### config.mk
export PLATFORM = sky130hd
export DESIGN_NAME = uart_cmd_responder
export DESIGN_NICKNAME = d
export VERILOG_FILES = /design/src/rtl/uart_pkg.sv /design/src/rtl/uart_reg_file.sv /design/src/rtl/uart_cmd_responder.sv
export SDC_FILE = /design/constraint.sdc
export NUM_CORES = 1
export LEC_CHECK = 0
export CAP_MARGIN = 20
export CORE_UTILIZATION = 25
export CTS_BUF_LIST = sky130_fd_sc_hd__clkbuf_8 sky130_fd_sc_hd__clkbuf_16
export DETAILED_ROUTE_END_ITERATION = 10
export PLACE_DENSITY_LB_ADDON = 0.05
export SYNTH_ARGS = -nofsm -noshare
export SYNTH_HDL_FRONTEND = slang
export SYNTH_SLANG_ARGS = --single-unit
### constraint.sdc
create_clock -name clk -period 15.3 [get_ports clk]
set_clock_uncertainty 0.2 [all_clocks]
set_input_delay 2.295 -clock clk [delete_from_list [all_inputs] [get_ports clk]]
set_output_delay 2.295 -clock clk [all_outputs]
set_load 0.03 [all_outputs]
### src/rtl/uart_pkg.sv
// Shared command bytes and FSM state encoding for the UART command responder.
package uart_pkg;

  localparam logic [7:0] CMD_WR  = 8'h57;
  localparam logic [7:0] CMD_RD  = 8'h52;
  localparam logic [7:0] RSP_ACK = 8'h4B;
  localparam logic [7:0] RSP_ERR = 8'h3F;

  typedef enum logic [2:0] {
    IDLE,
    GET_ADDR,
    GET_DATA,
    EXEC,
    SEND
  } state_t;

endpackage

### src/rtl/uart_reg_file.sv
// Host-visible register file: one synchronous write port, one combinational
// read port and a flattened view of every register.
module uart_reg_file #(
  parameter int data_size = 8,
  parameter int num_regs  = 16,
  localparam int addr_w   = (num_regs > 1) ? $clog2(num_regs) : 1
) (
  input  logic                          clk,
  input  logic                          reset,
  input  logic                          we,
  input  logic [addr_w-1:0]             waddr,
  input  logic [data_size-1:0]          wdata,
  input  logic [addr_w-1:0]             raddr,
  output logic [data_size-1:0]          rdata,
  output logic [num_regs*data_size-1:0] regs_flat
);

  logic [data_size-1:0] regs [num_regs];

  always_ff @(posedge clk or posedge reset) begin
    if (reset) begin
      for (int i = 0; i < num_regs; i++) regs[i] <= '0;
    end else if (we) begin
      regs[waddr] <= wdata;
    end
  end

  assign rdata = regs[raddr];

  always_comb begin
    regs_flat = '0;
    for (int i = 0; i < num_regs; i++) regs_flat[i*data_size +: data_size] = regs[i];
  end

endmodule

### src/rtl/uart_cmd_responder.sv
// Byte-oriented command responder: parses W/R frames from the rx FIFO, accesses
// the register file and pushes one response byte per frame to the tx FIFO.
module uart_cmd_responder #(
  parameter int data_size = 8,
  parameter int num_regs  = 16,
  parameter int timeout   = 100000
) (
  input  logic                          clk,
  input  logic                          reset,
  input  logic                          rx_empty,
  input  logic [data_size-1:0]          r_data,
  output logic                          rd_uart,
  input  logic                          tx_full,
  output logic                          wr_uart,
  output logic [data_size-1:0]          w_data,
  output logic [num_regs*data_size-1:0] reg_out,
  output logic [7:0]                    err_count,
  output logic                          busy
);
  import uart_pkg::*;

  localparam int AW = (num_regs > 1) ? $clog2(num_regs) : 1;
  localparam int TW = $clog2(timeout + 1);
  localparam logic [data_size:0]   NUM_REGS_EXT = (data_size + 1)'(num_regs);
  localparam logic [TW-1:0]        TMO_LAST     = TW'(timeout - 1);
  localparam logic [data_size-1:0] B_WR  = data_size'(CMD_WR);
  localparam logic [data_size-1:0] B_RD  = data_size'(CMD_RD);
  localparam logic [data_size-1:0] B_ACK = data_size'(RSP_ACK);
  localparam logic [data_size-1:0] B_ERR = data_size'(RSP_ERR);

  state_t               state_q, state_d;
  logic [data_size-1:0] cmd_q, cmd_d, addr_q, addr_d, data_q, data_d, rsp_q, rsp_d;
  logic [TW-1:0]        tmo_q, tmo_d;
  logic [7:0]           err_q, err_d;
  logic                 reg_we, pop_ok, addr_ok, cmd_ok;
  logic [data_size-1:0] rd_data;

  function automatic logic [7:0] sat_inc(input logic [7:0] v);
    return (v == 8'hFF) ? v : v + 8'd1;
  endfunction

  uart_reg_file #(
    .data_size(data_size),
    .num_regs (num_regs)
  ) u_regs (
    .clk      (clk),
    .reset    (reset),
    .we       (reg_we),
    .waddr    (addr_q[AW-1:0]),
    .wdata    (data_q),
    .raddr    (addr_q[AW-1:0]),
    .rdata    (rd_data),
    .regs_flat(reg_out)
  );

  always_ff @(posedge clk or posedge reset) begin
    if (reset) begin
      state_q <= IDLE;
      cmd_q   <= '0;
      addr_q  <= '0;
      data_q  <= '0;
      rsp_q   <= '0;
      tmo_q   <= '0;
      err_q   <= '0;
    end else begin
      state_q <= state_d;
      cmd_q   <= cmd_d;
      addr_q  <= addr_d;
      data_q  <= data_d;
      rsp_q   <= rsp_d;
      tmo_q   <= tmo_d;
      err_q   <= err_d;
    end
  end

  always_comb begin
    state_d = state_q;
    cmd_d   = cmd_q;
    addr_d  = addr_q;
    data_d  = data_q;
    rsp_d   = rsp_q;
    tmo_d   = tmo_q;
    err_d   = err_q;
    reg_we  = 1'b0;
    rd_uart = 1'b0;
    wr_uart = 1'b0;
    // reset gates the pop so a non-empty FIFO is never drained while held in reset
    pop_ok  = !rx_empty && !reset;
    addr_ok = ({1'b0, addr_q} < NUM_REGS_EXT);
    cmd_ok  = (cmd_q == B_WR) || (cmd_q == B_RD);

    case (state_q)
      IDLE: begin
        if (pop_ok) begin
          rd_uart = 1'b1;
          tmo_d   = '0;
          cmd_d   = r_data;
          if (r_data == B_WR || r_data == B_RD) begin
            state_d = GET_ADDR;
          end else begin
            rsp_d   = B_ERR;
            state_d = EXEC;
          end
        end
      end
      GET_ADDR, GET_DATA: begin
        if (pop_ok) begin
          rd_uart = 1'b1;
          tmo_d   = '0;
          if (state_q == GET_ADDR) begin
            addr_d  = r_data;
            state_d = (cmd_q == B_WR) ? GET_DATA : EXEC;
          end else begin
            data_d  = r_data;
            state_d = EXEC;
          end
        end else if (tmo_q == TMO_LAST) begin
          // stalled frame is abandoned silently; only the error counter records it
          tmo_d   = '0;
          err_d   = sat_inc(err_q);
          state_d = IDLE;
        end else begin
          tmo_d = tmo_q + 1'b1;
        end
      end
      EXEC: begin
        state_d = SEND;
        if (cmd_ok && addr_ok) begin
          if (cmd_q == B_WR) begin
            reg_we = 1'b1;
            rsp_d  = B_ACK;
          end else begin
            rsp_d  = rd_data;
          end
        end else begin
          rsp_d = B_ERR;
          err_d = sat_inc(err_q);
        end
      end
      SEND: begin
        if (!tx_full) begin
          wr_uart = 1'b1;
          state_d = IDLE;
        end
      end
      default: state_d = IDLE;
    endcase
  end

  assign w_data    = rsp_q;
  assign err_count = err_q;
  assign busy      = (state_q != IDLE);

endmodule

==> impl_metrics.tcl, run 1 <==
set metrics [dict create \
    run_status "complete, no violations" \
    drtPass1Iterations 4 \
    peakVddDrop_v 0.00009047 \
    final_cell_count_no_fill 1261 \
    synth_xor_xnor_area_share_pct 1.002 \
    antenna_found_initial 1 \
    crit_path_end_kind "output port" \
    portBuffers 158 \
    async_reset_ff_share_pct 100.0 \
    fin_tns_setup_ns 0 \
    cts_buffer_depth 2 \
    cts_max_level 4 \
    hold_viol 0 \
    cts_root_buf "clkbuf_16" \
    route.vias.total 6016 \
    cts.sinks 188 \
    fillerInstances 3459 \
    core_area_sq_um 34460 \
    floorplan.initialDensity_pct 25.37 \
    syn-num-nets 656 \
    ys_ff_latch 188 \
    synth_cells 642 \
    synth-compound-area-share_pct 4.838 \
    critPathArrivalTime_ns 4.46 \
    hpwl_microns 19550 \
    start_kind "input port" \
    tritoncts "built" \
    maxCapViolCount 0 \
    antenna_left 0 \
    fmax_ghz 0.1439 \
    synth_top_family_by_area "multiplexers" \
    slew_viol_final 0 \
    yosysSeqAreaShare_pct 53.82 \
    final_util_pct 33.19 \
    dieArea_sq_um 35720 \
    power_density_nw_per_um2 120.9 \
    num_antenna_cells 0 \
    drc_errors 0 \
    dieWidth_microns 189.0 \
    crit_type "in2out" \
    dpl.cell_count 1227 \
    wl_per_cell_microns 22.85 \
    area.growth.synth_to_final_pct 30.83 \
    cp.required_ns 12.81 \
    setup-violations-final 0 \
    ys.warnings.count 0 \
    routed_via_density 4.771 \
    ctsHoldBuffers 0 \
    fp.dieH_microns 189.0 \
    clk_pin_slew_ns 0.07 \
    synthSimpleGateAreaFrac_pct 9.490 \
    routed_wl_microns 28820 \
    relSlewSlack_pct 35.67 \
    grt_pass1_vias 6499 \
    rows 68 \
    holdWs_ns 0.3069 \
    fin_ws_ns 8.349 \
    cts_post_setup_buffers_inserted 0 \
    place_area_sq_um 10800 \
    finalCritPeriodShare_pct 45.43 \
    clock_latency_ns 0.44 \
    synth.area.mux_share_pct 28.50 \
    syn_avg_cell_area_sq_um 13.62 \
    drive_gt1_share_pct 30.52 \
    netlist_area_sq_um 8741 \
    hold_class "reg2reg" \
    synth_cell_types 52 \
    place.gp.congestion 0.7572 \
    grt_usage_pct 16.67 \
    cts_buffers 17 \
    rsz0062_at_grt "false" \
    p_leak_nw 4.928 \
    synth_edf_count 0 \
    cts_resized 0 \
    final_nets 807 \
    dp_slack_ns 8.310 \
    synth_ff_type "dfrtp_1" \
    finalCriticalPeriod_ns 6.951 \
    crit_fanout 6 \
    final_area_sq_um 11440 \
    worst_pin_slew_ns 0.9638 \
    ios 159 \
    grt_pass1_wl_microns 43280 \
    finalPower_mw 1.383 \
    gr-total-overflow 0 \
    grt_max_degree 107 \
    drt_iter0_drc 272 \
    synth_adder_area_share_pct 0.4008 \
]
worst paths after layout:
check	startpoint	cells past startpoint	endpoint	slack, ns
max	reset	4	rd_uart	8.35
min	cmd_q[5]$_DFFE_PP0P_	1	cmd_q[5]$_DFFE_PP0P_	0.31
max reg2reg	addr_q[1]$_DFFE_PP0P_	4	u_regs.regs_flat[35]$_DFFE_PP0P_	12.19
min reg2reg	cmd_q[5]$_DFFE_PP0P_	1	cmd_q[5]$_DFFE_PP0P_	0.31
max in group asynchronous	reset	4	u_regs.regs_flat[59]$_DFFE_PP0P_	11.74
min in group asynchronous	reset	2	state_q[2]$_DFFE_PP0P_	2.12
cells in the mapped netlist, drive strengths merged (6+ instances only):
| cell | count | area share [%] |
|---|---|---|
| and3 | 7 | 0.50 |
| nor2 | 27 | 1.5 |
| xor2 | 9 | 0.90 |
| mux2 | 157 | 20 |
| o21ai | 17 | 0.97 |
| mux4 | 29 | 7.5 |
| nand2 | 26 | 1.1 |
| buf | 13 | 0.74 |
| nor4 | 6 | 0.77 |
| a31oi | 12 | 0.86 |
| dfrtp | 188 | 54 |
| inv | 8 | 0.34 |
| mux2i | 7 | 0.80 |
| nand3 | 29 | 1.7 |
| nor3 | 6 | 0.34 |
| clkbuf | 20 | 0.86 |
| a22oi | 11 | 0.94 |
flip-flops by register name, summed over array words and instances, names as in the netlist:
register	cells
addr_q	8
state_q	3
tmo_q	17
u_regs.regs_flat	128
data_q	8
w_data	8
err_count	8
cmd_q	8
cells in the final DEF (no fill, tap or decap), types with 5 or more instances in the layout:
cell             count
dfrtp_1            187
clkdlybuf4s50_1    158
mux2_2             157
nand3_1             29
mux4_2              29
nand2_1             26
nor2_1              17
clkbuf_16           17
o21ai_0             16
a31oi_1             12
a22oi_1             11
xor2_1               9
nor2_2               9
and3_1               7
mux2i_1              7
inv_1                7
nor3_1               6
nand2b_1             5
nand3b_1             5
nand4_1              5
nor2b_1              5
inv_6                5
a21oi_1              5
clkinv_2             5
buf_4                5
per-layer routing:
metal	wire length, microns	global-route usage, %
met4	517	4.901
met5	8	0
met3	1518	4.523
met2	14450	27.84
met1	12320	20.99
cell families (layout without fill, tap and decap cells):
family,Yosys count,count (layout)
AOI/OAI and AO/OA,63,63
xor gates and xnor gates,10,10
adders and majority gates,3,3
buffers and inverters,41,205
DFF,188,188
muxes,193,193
and+or+nand+nor,144,144
worst max-delay path, stage by stage:
cell and delay (ns):
clkdlybuf4s50_1 0.51, nor3_1 0.57, a21boi_0 0.35, clkdlybuf4s50_1 0.74
final cells by class:
cell class / count / area, sq um / area share, %
flip-flops and latches: 188 / 4706 / 41.15
multi-input cells: 413 / 3866 / 33.81
repair buffers: 165 / 1674 / 14.64
well taps: 455 / 569.3 / 4.978
clock buffers: 17 / 425.4 / 3.720
clock inverters: 15 / 160.2 / 1.400
inverters: 8 / 35.03 / 0.3063
power by group:
part | internal (mW) | leakage (nW) | switching (mW)
sequential | 0.538 | 2.54 | 0.0919
clock | 0.244 | 0.296 | 0.207
combinational | 0.122 | 2.10 | 0.180
(Power assumes the default switching activity.)
==> run 2: changes to the inputs <==
Clock period 15.3 ns to 6.4 ns, I/O delays scaled along.
==> run 2 against run 1 <==
  * Combinational power up 120%
  * Non-clock buffer count shrank 2
  * Critical path depth unchanged
==> impl_metrics.tcl, run 2 (same netlist as run 1, synthesis figures left out) <==
set metrics [dict create \
    run_status "complete, no violations" \
    critPathArrivalTime_ns 3.08 \
    cp_cell_sequence "clkdlybuf4s50_1 -> nor3_1 -> a21boi_0 -> clkdlybuf4s50_1" \
    fin_tns_setup_ns 0 \
    gr-total-overflow 0 \
    fmax_ghz 0.2356 \
    crit_type "in2out" \
    cp.required_ns 5.24 \
    met2_usage_pct 27.66 \
    relSlewSlack_pct 36.75 \
    crit_path_end_kind "output port" \
    reg2reg_slack_ns 3.40 \
    grt_max_degree 122 \
    worst_pin_slew_ns 0.9460 \
    worstSetupPathDepth 4 \
    grt_pass1_wl_microns 43860 \
    worstReg2RegStart "addr_q[1]$_DFFE_PP0P_" \
    clock_latency_ns 0.45 \
    rsz0062_at_grt "false" \
    core_area_sq_um 34460 \
    ios 159 \
    power_density_nw_per_um2 288.3 \
    grt_usage_pct 16.74 \
    floorplan.initialDensity_pct 25.37 \
    final_nets 805 \
    critPathBufInv 2 \
    r2r_cells 3 \
    final_cell_mix "dfrtp_1, clkdlybuf4s50_1, mux2_2" \
    drt_iter0_drc 254 \
    hold_viol 0 \
    routed_via_density 4.825 \
    layout_commonest_cell "dfrtp_1" \
    p_leak_nw 4.900 \
    cts_resized 0 \
    place_area_sq_um 10810 \
    crit_fanout 6 \
    start_kind "input port" \
    wl_per_cell_microns 22.97 \
    cts_post_setup_buffers_inserted 0 \
    dieWidth_microns 189.0 \
    cp-endpoint "rd_uart" \
    cts.sinks 188 \
    antenna_left 0 \
    cpMaxStageDelayCell "clkdlybuf4s50_1" \
    fp.dieH_microns 189.0 \
    cp_common_cell "clkdlybuf4s50_1" \
    route.vias.total 6075 \
    holdWs_ns 0.2913 \
    setup-violations-final 0 \
    cts_buffer_depth 2 \
    area.growth.synth_to_final_pct 30.22 \
    antenna_found_initial 1 \
    peakVddDrop_v 0.0002300 \
    cts_buffers 17 \
    grt_pass1_vias 6601 \
    hpwl_microns 19580 \
    tritoncts "built" \
    cts_max_level 4 \
    dieArea_sq_um 35720 \
    finalPower_mw 3.282 \
    largest_reg_flops 128 \
    path_delay_family "buffers and inverters" \
    slew_viol_final 0 \
    place.gp.congestion 0.7662 \
    ctsHoldBuffers 0 \
    final_area_sq_um 11380 \
    grt_use_met3_pct 4.541 \
    rows 68 \
    finalCriticalPeriod_ns 4.244 \
    met1_usage_pct 21.56 \
    reg2reg_to "u_regs.regs_flat[71]$_DFFE_PP0P_" \
    crit_path_max_incr_delay_ns 0.72 \
    routed_wl_microns 28920 \
    portBuffers 158 \
    startpoint "reset" \
    clk_pin_slew_ns 0.07 \
    finalCritPeriodShare_pct 66.32 \
    drive_gt1_share_pct 30.35 \
    maxCapViolCount 0 \
    num_antenna_cells 0 \
    cts_root_buf "clkbuf_16" \
    drtPass1Iterations 4 \
    hold_class "reg2reg" \
    drc_errors 0 \
    top_usage_layer "met2" \
]
run 2: per-stage QoR:
stage / utilization (%) / instances / setup WS [ns]
2_1_floorplan: - / 642 / 0.1262
3_3_place_gp: 31.37 / 1227 / 2.193
3_5_place_dp: 31.37 / 1227 / 2.176
4_1_cts: 33.03 / 1259 / 2.160
5_1_grt: 33.03 / 1259 / 2.015
6_report: 33.03 / 1259 / 2.156
run 2: worst min path at each step:
stage / startpoint / to / slack [ns] / cells after the start
finish: err_count[7]$_DFFE_PP0P_ / err_count[7]$_DFFE_PP0P_ / 0.29 / 1
global route: err_count[7]$_DFFE_PP0P_ / err_count[7]$_DFFE_PP0P_ / 0.32 / 1
CTS: err_count[7]$_DFFE_PP0P_ / err_count[7]$_DFFE_PP0P_ / 0.30 / 1
detailed placement: err_count[7]$_DFFE_PP0P_ / err_count[7]$_DFFE_PP0P_ / 0.28 / 1
global placement: err_count[7]$_DFFE_PP0P_ / err_count[7]$_DFFE_PP0P_ / 0.29 / 1
floorplan: tmo_q[12]$_DFFE_PP0P_ / tmo_q[12]$_DFFE_PP0P_ / 0.26 / 1
run 2: worst reg2reg max path, stage by stage (launching register included):
cell     delay, ns
dfrtp_2       0.64
nor4_1        0.64
nand4_1       0.83
mux2_2        0.58
run 2: final cells by class:
cell class                 count  area (sq um)
multi-input combinational    413          3866
tap                          455         569.3
clock inverter                13         121.4
sequential                   188          4706
inverter                       8         35.03
clock buffer                  19         452.9
timing repair buffer         163          1632
fill                        3439         23080
run 2: power breakdown:
group / switching [mW] / internal [mW] / total, mW
logic: 0.388 / 0.287 / 0.675
clock network: 0.526 / 0.537 / 1.06
registers: 0.257 / 1.29 / 1.54
total: 1.17 / 2.11 / 3.28
run 2: per-layer routing:
metal / vias up / share of wire, % / wire (microns)
met3: 28 / 5.0 / 1442
met1: 3228 / 44 / 12830
met5: - / 0.041 / 12
met2: 128 / 49 / 14200
met4: 2 / 1.5 / 432
li1: 2689 / - / -
